**src/rtl/mem_access_ctrl.sv**
```systemverilog
// mem_access_ctrl: sequencer and two-port arbiter for the 256-byte data RAM.
// The instruction-fetch port and the load/store port share one MFA/MFC handshake
// port to the RAM. Double-word ldd/std is split into two word transactions.
// Misaligned addresses and unknown opcodes are rejected without a RAM access.
// A missing MFC is recovered by a timeout.
//
// Ports
//   clk, reset                   rising-edge clock, async active-high reset
//   if_req/if_addr               fetch request (held until if_ack)
//   if_ack/if_err/if_data        fetch completion pulse, error, fetched word
//   d_req/d_opcode/d_addr/d_wdata load/store request (held until d_ack)
//   d_ack/d_err/d_rdata          data completion pulse, error, load result
//   ram_mfa/ram_opcode/ram_addr/ram_din  registered command to RAM
//   ram_mfc/ram_dout             asynchronous completion and read data from RAM
module mem_access_ctrl #(
    parameter int unsigned TIMEOUT = 16
) (
    input  logic        clk,
    input  logic        reset,
    input  logic        if_req,
    input  logic [7:0]  if_addr,
    output logic        if_ack,
    output logic        if_err,
    output logic [31:0] if_data,
    input  logic        d_req,
    input  logic [5:0]  d_opcode,
    input  logic [7:0]  d_addr,
    input  logic [63:0] d_wdata,
    output logic        d_ack,
    output logic        d_err,
    output logic [63:0] d_rdata,
    output logic        ram_mfa,
    input  logic        ram_mfc,
    output logic [5:0]  ram_opcode,
    output logic [7:0]  ram_addr,
    output logic [31:0] ram_din,
    input  logic [31:0] ram_dout
);

    localparam logic [1:0] IDLE    = 2'd0;
    localparam logic [1:0] ACCESS  = 2'd1;
    localparam logic [1:0] RELEASE = 2'd2;
    localparam logic [1:0] DONE    = 2'd3;

    localparam logic [5:0] OP_LD = 6'b001000;
    localparam logic [5:0] OP_ST = 6'b000100;

    localparam logic [7:0] CNT_LAST = 8'(TIMEOUT - 1);

    logic [1:0]  state_q, state_d;
    logic        grant_q, grant_d;          // 1 = data port owns the transaction
    logic        last_grant_q, last_grant_d; // 1 = data was granted last
    logic        dbl_q, dbl_d;
    logic        second_q, second_d;        // second word of a double in progress
    logic        load_q, load_d;
    logic        err_q, err_d;
    logic [7:0]  cnt_q, cnt_d;
    logic        mfa_q, mfa_d;
    logic [5:0]  opc_q, opc_d;
    logic [7:0]  addr_q, addr_d;
    logic [31:0] din_q, din_d;
    logic [31:0] rd_hi_q, rd_hi_d;
    logic [31:0] rd_lo_q, rd_lo_d;
    logic        if_ack_q, if_ack_d;
    logic        if_err_q, if_err_d;
    logic [31:0] if_data_q, if_data_d;
    logic        d_ack_q, d_ack_d;
    logic        d_err_q, d_err_d;
    logic [63:0] d_rdata_q, d_rdata_d;
    logic        sync1_q, mfc_s_q;

    // Opcode decode: size 0 byte, 1 half, 2 word, 3 double.
    logic       d_legal, d_load, d_misalign, d_dbl;
    logic [1:0] d_size;

    always_comb begin
        d_legal = 1'b1;
        d_load  = 1'b0;
        d_size  = 2'd2;
        case (d_opcode)
            6'b001001, 6'b000001: begin d_load = 1'b1; d_size = 2'd0; end
            6'b001010, 6'b000010: begin d_load = 1'b1; d_size = 2'd1; end
            6'b001000:            begin d_load = 1'b1; d_size = 2'd2; end
            6'b000011:            begin d_load = 1'b1; d_size = 2'd3; end
            6'b000101:            d_size = 2'd0;
            6'b000110:            d_size = 2'd1;
            6'b000100:            d_size = 2'd2;
            6'b000111:            d_size = 2'd3;
            default:              d_legal = 1'b0;
        endcase
        case (d_size)
            2'd0:    d_misalign = 1'b0;
            2'd1:    d_misalign = d_addr[0];
            2'd2:    d_misalign = |d_addr[1:0];
            default: d_misalign = |d_addr[2:0];
        endcase
        d_dbl = (d_size == 2'd3);
    end

    // Data wins when alone, or when both request and fetch was served last.
    logic pick_data;
    assign pick_data = d_req & (~if_req | ~last_grant_q);

    always_comb begin
        state_d      = state_q;
        grant_d      = grant_q;
        last_grant_d = last_grant_q;
        dbl_d        = dbl_q;
        second_d     = second_q;
        load_d       = load_q;
        err_d        = err_q;
        cnt_d        = cnt_q;
        mfa_d        = mfa_q;
        opc_d        = opc_q;
        addr_d       = addr_q;
        din_d        = din_q;
        rd_hi_d      = rd_hi_q;
        rd_lo_d      = rd_lo_q;
        if_data_d    = if_data_q;
        d_rdata_d    = d_rdata_q;
        if_ack_d     = 1'b0;
        if_err_d     = 1'b0;
        d_ack_d      = 1'b0;
        d_err_d      = 1'b0;

        case (state_q)
            IDLE: begin
                if (if_req || d_req) begin
                    grant_d      = pick_data;
                    last_grant_d = pick_data;
                    cnt_d        = 8'd0;
                    err_d        = 1'b0;
                    second_d     = 1'b0;
                    if (pick_data) begin
                        if (!d_legal || d_misalign) begin
                            state_d = DONE;
                            d_ack_d = 1'b1;
                            d_err_d = 1'b1;
                        end else begin
                            state_d = ACCESS;
                            mfa_d   = 1'b1;
                            dbl_d   = d_dbl;
                            load_d  = d_load;
                            addr_d  = d_addr;
                            if (d_dbl) begin
                                opc_d = d_load ? OP_LD : OP_ST;
                                din_d = d_wdata[63:32];
                            end else begin
                                opc_d = d_opcode;
                                din_d = d_wdata[31:0];
                            end
                        end
                    end else begin
                        if (|if_addr[1:0]) begin
                            state_d  = DONE;
                            if_ack_d = 1'b1;
                            if_err_d = 1'b1;
                        end else begin
                            state_d = ACCESS;
                            mfa_d   = 1'b1;
                            dbl_d   = 1'b0;
                            load_d  = 1'b1;
                            opc_d   = OP_LD;
                            addr_d  = if_addr;
                        end
                    end
                end
            end

            ACCESS: begin
                if (mfc_s_q) begin
                    state_d = RELEASE;
                    mfa_d   = 1'b0;
                    if (dbl_q && !second_q) begin
                        rd_hi_d = ram_dout;
                    end else begin
                        rd_lo_d = ram_dout;
                    end
                end else if (cnt_q == CNT_LAST) begin
                    state_d = RELEASE;
                    mfa_d   = 1'b0;
                    err_d   = 1'b1;
                end else begin
                    cnt_d = cnt_q + 8'd1;
                end
            end

            RELEASE: begin
                if (!mfc_s_q) begin
                    if (dbl_q && !second_q && !err_q) begin
                        state_d  = ACCESS;
                        mfa_d    = 1'b1;
                        cnt_d    = 8'd0;
                        second_d = 1'b1;
                        addr_d   = addr_q + 8'd4;
                        din_d    = d_wdata[31:0];
                    end else begin
                        state_d = DONE;
                        if (grant_q) begin
                            d_ack_d = 1'b1;
                            d_err_d = err_q;
                            if (load_q) begin
                                d_rdata_d = dbl_q ? {rd_hi_q, rd_lo_q} : {32'b0, rd_lo_q};
                            end
                        end else begin
                            if_ack_d  = 1'b1;
                            if_err_d  = err_q;
                            if_data_d = rd_lo_q;
                        end
                    end
                end
            end

            default: begin
                state_d = IDLE;
            end
        endcase
    end

    always_ff @(posedge clk or posedge reset) begin
        if (reset) begin
            state_q      <= IDLE;
            grant_q      <= 1'b0;
            last_grant_q <= 1'b0;
            dbl_q        <= 1'b0;
            second_q     <= 1'b0;
            load_q       <= 1'b0;
            err_q        <= 1'b0;
            cnt_q        <= 8'd0;
            mfa_q        <= 1'b0;
            opc_q        <= 6'd0;
            addr_q       <= 8'd0;
            din_q        <= 32'd0;
            rd_hi_q      <= 32'd0;
            rd_lo_q      <= 32'd0;
            if_ack_q     <= 1'b0;
            if_err_q     <= 1'b0;
            if_data_q    <= 32'd0;
            d_ack_q      <= 1'b0;
            d_err_q      <= 1'b0;
            d_rdata_q    <= 64'd0;
            sync1_q      <= 1'b0;
            mfc_s_q      <= 1'b0;
        end else begin
            state_q      <= state_d;
            grant_q      <= grant_d;
            last_grant_q <= last_grant_d;
            dbl_q        <= dbl_d;
            second_q     <= second_d;
            load_q       <= load_d;
            err_q        <= err_d;
            cnt_q        <= cnt_d;
            mfa_q        <= mfa_d;
            opc_q        <= opc_d;
            addr_q       <= addr_d;
            din_q        <= din_d;
            rd_hi_q      <= rd_hi_d;
            rd_lo_q      <= rd_lo_d;
            if_ack_q     <= if_ack_d;
            if_err_q     <= if_err_d;
            if_data_q    <= if_data_d;
            d_ack_q      <= d_ack_d;
            d_err_q      <= d_err_d;
            d_rdata_q    <= d_rdata_d;
            sync1_q      <= ram_mfc;
            mfc_s_q      <= sync1_q;
        end
    end

    assign if_ack     = if_ack_q;
    assign if_err     = if_err_q;
    assign if_data    = if_data_q;
    assign d_ack      = d_ack_q;
    assign d_err      = d_err_q;
    assign d_rdata    = d_rdata_q;
    assign ram_mfa    = mfa_q;
    assign ram_opcode = opc_q;
    assign ram_addr   = addr_q;
    assign ram_din    = din_q;

endmodule

```
**config.mk**
```make
export PLATFORM = sky130hd
export DESIGN_NAME = mem_access_ctrl
export DESIGN_NICKNAME = d
export VERILOG_FILES = /design/src/rtl/mem_access_ctrl.sv
export SDC_FILE = /design/constraint.sdc
export NUM_CORES = 1
export LEC_CHECK = 0
export ABC_AREA = 1
export BUFFER_PORTS_ARGS = -buffer_cell sky130_fd_sc_hd__buf_2
export CORE_MARGIN = 2
export CORE_UTILIZATION = 47
export CTS_CLUSTER_DIAMETER = 100
export CTS_CLUSTER_SIZE = 25
export DETAILED_ROUTE_END_ITERATION = 16
export PLACE_DENSITY = 0.81
export SETUP_SLACK_MARGIN = 0.05
export SLEW_MARGIN = 15
export SYNTH_ARGS = -nofsm -noshare
export SYNTH_HDL_FRONTEND = slang
export SYNTH_SLANG_ARGS = --single-unit
```
**constraint.sdc**
```tcl
create_clock -name clk -period 7.3 [get_ports clk]
set_clock_uncertainty 0.15 [all_clocks]
set_input_delay 1.46 -clock clk [delete_from_list [all_inputs] [get_ports clk]]
set_output_delay 1.46 -clock clk [all_outputs]
set_load 0.03 [all_outputs]
```
==> results of run 1 <==
sequential cells by signal, summed over array words and instances (netlist names):
register / cells
cnt_q: 8
d_ack: 1
d_err: 1
d_rdata: 64
dbl_q: 1
err_q: 1
if_ack: 1
if_data: 32
if_err: 1
last_grant_q: 1
load_q: 1
mfc_s_q: 1
ram_addr: 8
ram_din: 32
ram_mfa: 1
ram_opcode: 6
rd_hi_q: 32
rd_lo_q: 32
second_q: 1
state_q: 2
sync1_q: 1
final timing paths:
check                                               from                 endpoint  slack (ns)  cells after the start
worst max-delay path                              if_req  ram_din[24]$_DFFE_PP0P_        3.87                      9
worst min-delay path                   sync1_q$_DFF_PP0_        mfc_s_q$_DFF_PP0_        0.21                      0
min in group asynchronous                          reset  ram_addr[2]$_DFFE_PP0P_        0.88                      2
max in group asynchronous                          reset   ram_din[4]$_DFFE_PP0P_        4.81                      3
worst max register to register  last_grant_q$_DFFE_PP0P_  ram_din[24]$_DFFE_PP0P_        4.51                      8
worst min register to register         sync1_q$_DFF_PP0_        mfc_s_q$_DFF_PP0_        0.21                      0
cell usage after synthesis (2+ instances only):
cell      number
xnor2_1        2
buf_2         25
nor3_1         3
inv_1         64
nor2_8         2
ha_1           2
nand2_1      269
clkbuf_1       9
nor2_4         3
buf_4          9
mux2_1         7
xor2_1         4
a21oi_1       35
nand2_2        6
inv_2          3
o21ai_0       23
nand3_1       51
mux2_2        57
dfrtp_1      228
nor2_1        52
o22ai_1        4
o21ai_1       97
nor2_2         2
buf_6          9
nand4_1       13
cell usage in the layout (no fill, tap or decap), drive strengths merged:
cell	count
a21oi	36
a31oi	1
buf	276
clkbuf	13
clkinv	2
clkinvlp	1
dfrtp	228
diode	1
ha	2
inv	68
mux2	64
nand2	276
nand3	52
nand4	13
nor2	59
nor3	5
o211ai	1
o21ai	120
o21bai	1
o22ai	4
o32ai	1
o41ai	1
xnor2	2
xor2	4
power by group through the flow:
stage	combinational [mW]	clock [mW]	sequential (mW)
after floorplan	0.881	0	2.51
after global placement	1.95	0	1.94
after detailed placement	2.02	0	1.95
after CTS	2.02	0.763	1.93
after global routing	2.20	0.808	1.98
final	2.00	0.740	1.93
logic make-up (layout without fill, tap and decap cells):
logic type	after synthesis	count (layout)
compound gates	165	165
xor+xnor	6	6
fa+ha+maj	2	2
buf+inv	121	360
flops	228	228
mux	64	64
other cells	0	1
simple gates	405	405
per-layer routing:
layer / up-vias / track usage [%] / share of wire, %
met5: - / 0 / 0
met4: 0 / 4.66 / 1.9
met3: 35 / 3.49 / 6.3
li1: 3698 / - / -
met1: 3606 / 27.8 / 43
met2: 267 / 35.4 / 49
worst register-to-register path: stages (launching register included):
cell	delay, ns
dfrtp_1	0.42
nand2_1	0.08
nand2_1	0.17
inv_1	0.39
nand2_1	0.17
nand2_2	0.47
nand2_2	0.52
nand2_1	0.23
nand2_1	0.08
metrics by stage:
stage | total power [mW] | hold slack, ns | area (µm²) | utilization, % | cells
2_1_floorplan | 3.39 | 0.181 | 9680 | - | 991
6_report | 4.67 | 0.208 | 11500 | 56.8 | 1501
3_5_place_dp | 3.97 | 0.215 | 11100 | 55.0 | 1485
3_3_place_gp | 3.90 | 0.192 | 11100 | 55.0 | 1485
5_1_grt | 4.99 | 0.204 | 11500 | 56.8 | 1500
4_1_cts | 4.71 | 0.209 | 11500 | 56.8 | 1500
layout make-up:
cell class                 count  share of cell area [%]
sequential                   228                    49.6
multi-input combinational    642                    29.7
timing repair buffer         276                    12.3
tap                          270                    2.94
clock buffer                  13                    2.83
inverter                      69                    2.31
clock inverter                 2                   0.337
antenna                        1                  0.0218
==> impl_metrics.yaml, run 1 <==
outcome:
  status: "complete, no violations"
cts:
  cts-resized-gates: 0
  cts_post_setup_buffers_inserted: 0
  clk_pin_slew_worst_paths_ns: 0.10
  cts_root_buffer: "clkbuf_16"
  holdBufCountCts: 0
  htreeDepth: 1
  cts_buffer_depth: 3
  numCtsBuffers: 13
  clock_latency_ns: 0.49
  cts_tree: "yes"
  clock-sinks: 228
die:
  die_x_um: 148
  io_pins: 270
  start_util_pct: 47.8
  die_height_um: 148
  core_um2: 20200
  rows: 52
  die_area_um2: 21800
yosys:
  yosys.area.top_type_share_pct: 58.9
  synth-simple-area-share_pct: 17.8
  synth_compound_area_share_pct: 8.88
  synth_mux_area_share_pct: 7.44
  synthTopCellsByArea: "dfrtp_1 59%, nand2_1 10%, mux2_2 6.6%"
  synth-adder-area-share_pct: 0.258
  ys_seq_area_share_pct: 58.9
  ys_async_sr_fraction_pct: 100
  synthXorXnorAreaFrac_pct: 0.543
  ys.flop_type: "dfrtp_1"
  ys_warn_count: 0
  netlist_area_um2: 9680
  ys_ff_latch: 228
  synth_area_leader_cell: "dfrtp_1"
  synth_area_per_cell_um2: 9.77
  syn_inst: 991
  syn_nets: 1116
  synth_edf_count: 0
  synth_top_family_by_area: "simple AND/OR/NAND/NOR gates"
  ys_types: 37
routing:
  drc: 0
  viasPerCell: 5.07
  avgRoutedWirePerCell_um: 14.9
  dr.first_iter.drc_count: 333
  antenna_left: 0
  drtPass1Iterations: 5
  vias: 7606
  drt-total-wl_um: 22400
placement:
  place_ws_ns: 3.38
  gp_congestion: 0.851
  numPortBuffers: 269
  dpl.hpwl_um: 15800
timing:
  setup_slack_ns: 3.87
  slew_headroom_pct: 31.6
  period_share_pct: 47.0
  worstMarginPinSlew_ns: 1.02
  tns_ns: 0
  setup_viol: 0
  hold_viol: 0
  fmax_mhz: 291
  grt_setup_unrepaired: "no"
  min_period_ns: 3.43
  slew_viol_final: 0
power:
  p_clk_share_pct: 15.9
  p_leak_nw: 6.14
  p_int_mw: 2.60
  power_frac_seq_pct: 41.4
  peakVddDrop_mv: 0.235
  swShare_pct: 44.2
  power_density_nw_per_um2: 406
  comb_power_share_pct: 42.7
  switching_power_mw: 2.07
cells_and_area:
  drive_gt1_share_pct: 30.5
  nNetsFinal: 1355
  area_delta_synth_final_pct: 18.8
  n_fill_cell: 1759
  seqCellArea_um2: 5710
  multi_input_area_um2: 3410
global_route:
  antenna_found_initial: 1
  grt_pass1_vias: 7547
  grt_start_max_net_pins: 133
  grt_pass1_wl_um: 37200
  grt-ovfl-total: 0
  grt_usage_pct: 20.7
worst_setup_path:
  path_cells: "buf_2 > nand2_1 > nand2_1 > inv_1 > nand2_1 > nand2_2 > nand2_2 > nand2_1 > nand2_1"
  cp_data_arrival_time_ns: 3.64
  cp_slowest_cell: "nand2_2"
  cp_num_buf_inv: 2
  required_ns: 7.51
  critPathMaxStageDelay_ns: 0.52
  crit_path_start_kind: "primary input"
  path_class: "primary input to flip-flop"
  end_kind: "flip-flop"
  cpLargestDelayFamily: "simple AND/OR/NAND/NOR gates"
  worstPathMaxFanout: 33
  path_common_cell: "nand2_1"
run:
  maxCapViolations: 0
worst_hold_path:
  hp-class: "flip-flop to flip-flop"
No activity file was read; power rests on OpenSTA's default activity.
==> run 2: changes to the inputs <==
--- a/config.mk
+++ b/config.mk
@@ -8,11 +8,11 @@
 export ABC_AREA = 1
 export BUFFER_PORTS_ARGS = -buffer_cell sky130_fd_sc_hd__buf_2
 export CORE_MARGIN = 2
-export CORE_UTILIZATION = 47
+export CORE_UTILIZATION = 50
 export CTS_CLUSTER_DIAMETER = 100
 export CTS_CLUSTER_SIZE = 25
 export DETAILED_ROUTE_END_ITERATION = 16
-export PLACE_DENSITY = 0.81
+export PLACE_DENSITY = 0.82
 export SETUP_SLACK_MARGIN = 0.05
 export SLEW_MARGIN = 15
 export SYNTH_ARGS = -nofsm -noshare
==> constraint.sdc (replaced) <==
create_clock -name clk -period 3.3 [get_ports clk]
set_clock_uncertainty 0.15 [all_clocks]
set_input_delay 0.66 -clock clk [delete_from_list [all_inputs] [get_ports clk]]
set_output_delay 0.66 -clock clk [all_outputs]
set_load 0.03 [all_outputs]
==> run 2 against run 1 <==
Die area down 5.8%. Final cell count down 0.60%. Via count down 0.46%. Critical path depth down 2. Worst setup slack worse by 2.9 ns. Clock-buffer cell count unchanged. Worst hold slack worse by 0.19 ns.
==> impl_metrics.yaml, run 2 (synthesized netlist as in run 1, its figures left out) <==
outcome:
  status: "complete, no violations"
cts:
  cts_post_setup_buffers_inserted: 0
  clk_pin_slew_worst_paths_ns: 0.10
  holdBufCountCts: 0
  cts-resized-gates: 0
  htreeDepth: 1
  cts_root_buffer: "clkbuf_16"
  clock-sinks: 228
  clock_latency_ns: 0.46
  cts_buffer_depth: 3
  numCtsBuffers: 13
  cts_tree: "yes"
routing:
  vias: 7571
  drtPass1Iterations: 5
  drt-total-wl_um: 22300
  viasPerCell: 5.07
  avgRoutedWirePerCell_um: 15.0
  dr.first_iter.drc_count: 303
  drc: 0
  antenna_left: 0
die:
  io_pins: 270
  die_x_um: 143
  rows: 50
  core_um2: 18800
  die_height_um: 143
  start_util_pct: 51.4
  die_area_um2: 20500
global_route:
  grt_busiest_layer: "met2"
  antenna_found_initial: 0
  grt_pass1_vias: 7420
  grt_pass1_wl_um: 36400
  grtUsageMet1_pct: 29.5
  grt_start_max_net_pins: 129
  grtUsageMet3_pct: 4.02
  grt-ovfl-total: 0
  grt_usage_pct: 21.8
  gr-usage-met2_pct: 37.0
run:
  maxCapViolations: 0
worst_hold_path:
  hp-class: "primary input to async pin"
placement:
  gp_congestion: 0.880
  numPortBuffers: 269
  place_ws_ns: 0.700
  dpl.hpwl_um: 15600
  placed_area_um2: 11200
timing:
  hold_viol: 0
  grt_setup_unrepaired: "no"
  slew_headroom_pct: 50.0
  setup_slack_ns: 0.932
  slew_viol_final: 0
  setup_viol: 0
  period_share_pct: 71.8
  worstMarginPinSlew_ns: 0.748
  fmax_mhz: 422
  min_period_ns: 2.37
cells_and_area:
  final_cell_mix: "269 x buf_2, 268 x nand2_1, 228 x dfrtp_1, 97 x o21ai_1, 63 x inv_1"
  drive_gt1_share_pct: 30.6
  multi_input_area_um2: 3410
  n_fill_cell: 1568
  stdcell_area_um2: 11500
  seqCellArea_um2: 5710
  antennaDiodeCount: 0
  largest_reg_flops: 64
  area_delta_synth_final_pct: 19.0
  layout_commonest_cell: "buf_2"
  nNetsFinal: 1358
power:
  power_density_nw_per_um2: 895
  p_leak_nw: 6.16
  peakVddDrop_mv: 0.577
worst_setup_path:
  end_kind: "flip-flop"
  cp_data_arrival_time_ns: 2.57
  crit_path_start_kind: "flip-flop"
  required_ns: 3.50
  worstPathMaxFanout: 32
  path_class: "flip-flop to flip-flop"
run 2: cell count changes in the layout (fill, tap and decap cells not counted):
cell / change
buf_12: +2
inv_6: -1
diode_2: -1
buf_4: +1
run 2: layout make-up:
class / instances / share of cell area [%]
timing repair buffer: 279 / 12.7
inverter: 69 / 2.30
multi-input combinational: 642 / 29.6
clock inverter: 1 / 0.261
clock buffer: 13 / 2.82
tap: 260 / 2.82
sequential: 228 / 49.5
run 2: worst max-delay path: stages, from the launching register on:
cell and delay (ns):
dfrtp_1 0.65, nor2_2 0.13, nand2_1 0.11, nand2_1 0.12, nor3_4 0.36, nand2_2 0.45, nand2_1 0.20, nand2_1 0.07
run 2: power breakdown:
part / switching (mW) / leakage (nW) / internal, mW
sequential: 0.511 / 2.91 / 3.75
clock: 0.873 / 0.172 / 0.729
combinational: 3.16 / 3.08 / 1.28
total: 4.54 / 6.16 / 5.76
run 2: worst paths after layout:
| path | from | end | slack, ns | depth (start not counted) |
|---|---|---|---|---|
| max in group asynchronous | reset | cnt_q[7]$_DFFE_PP0P_ | 2.17 | 3 |
| min in group clk | sync1_q$_DFF_PP0_ | mfc_s_q$_DFF_PP0_ | 0.17 | 0 |
| setup / recovery | state_q[0]$_DFFE_PP0P_ | ram_din[31]$_DFFE_PP0P_ | 0.93 | 7 |
| hold / removal | reset | d_rdata[35]$_DFFE_PP0P_ | 0.02 | 2 |
| hold reg to reg | sync1_q$_DFF_PP0_ | mfc_s_q$_DFF_PP0_ | 0.17 | 0 |
| setup reg to reg | state_q[0]$_DFFE_PP0P_ | ram_din[31]$_DFFE_PP0P_ | 0.93 | 7 |
run 2: metrics by stage:
step | cells | TNS, ns | hold WS [ns] | util [%] | power, mW
floorplan | 991 | -111.72 | 0.181 | - | 7.50
global placement | 1478 | 0 | 0.183 | 59.3 | 8.64
detailed placement | 1478 | 0 | 0.187 | 59.3 | 8.79
CTS | 1492 | 0 | 0.00756 | 61.2 | 10.4
global route | 1492 | 0 | 0.0126 | 61.2 | 11.0
finish | 1492 | 0 | 0.0165 | 61.2 | 10.3
run 2: layer usage:
metal / share of wire, % / wire [µm]
met3: 6.9 / 1540
met5: 0 / 0
met2: 49 / 10900
met1: 43 / 9490
met4: 1.6 / 361
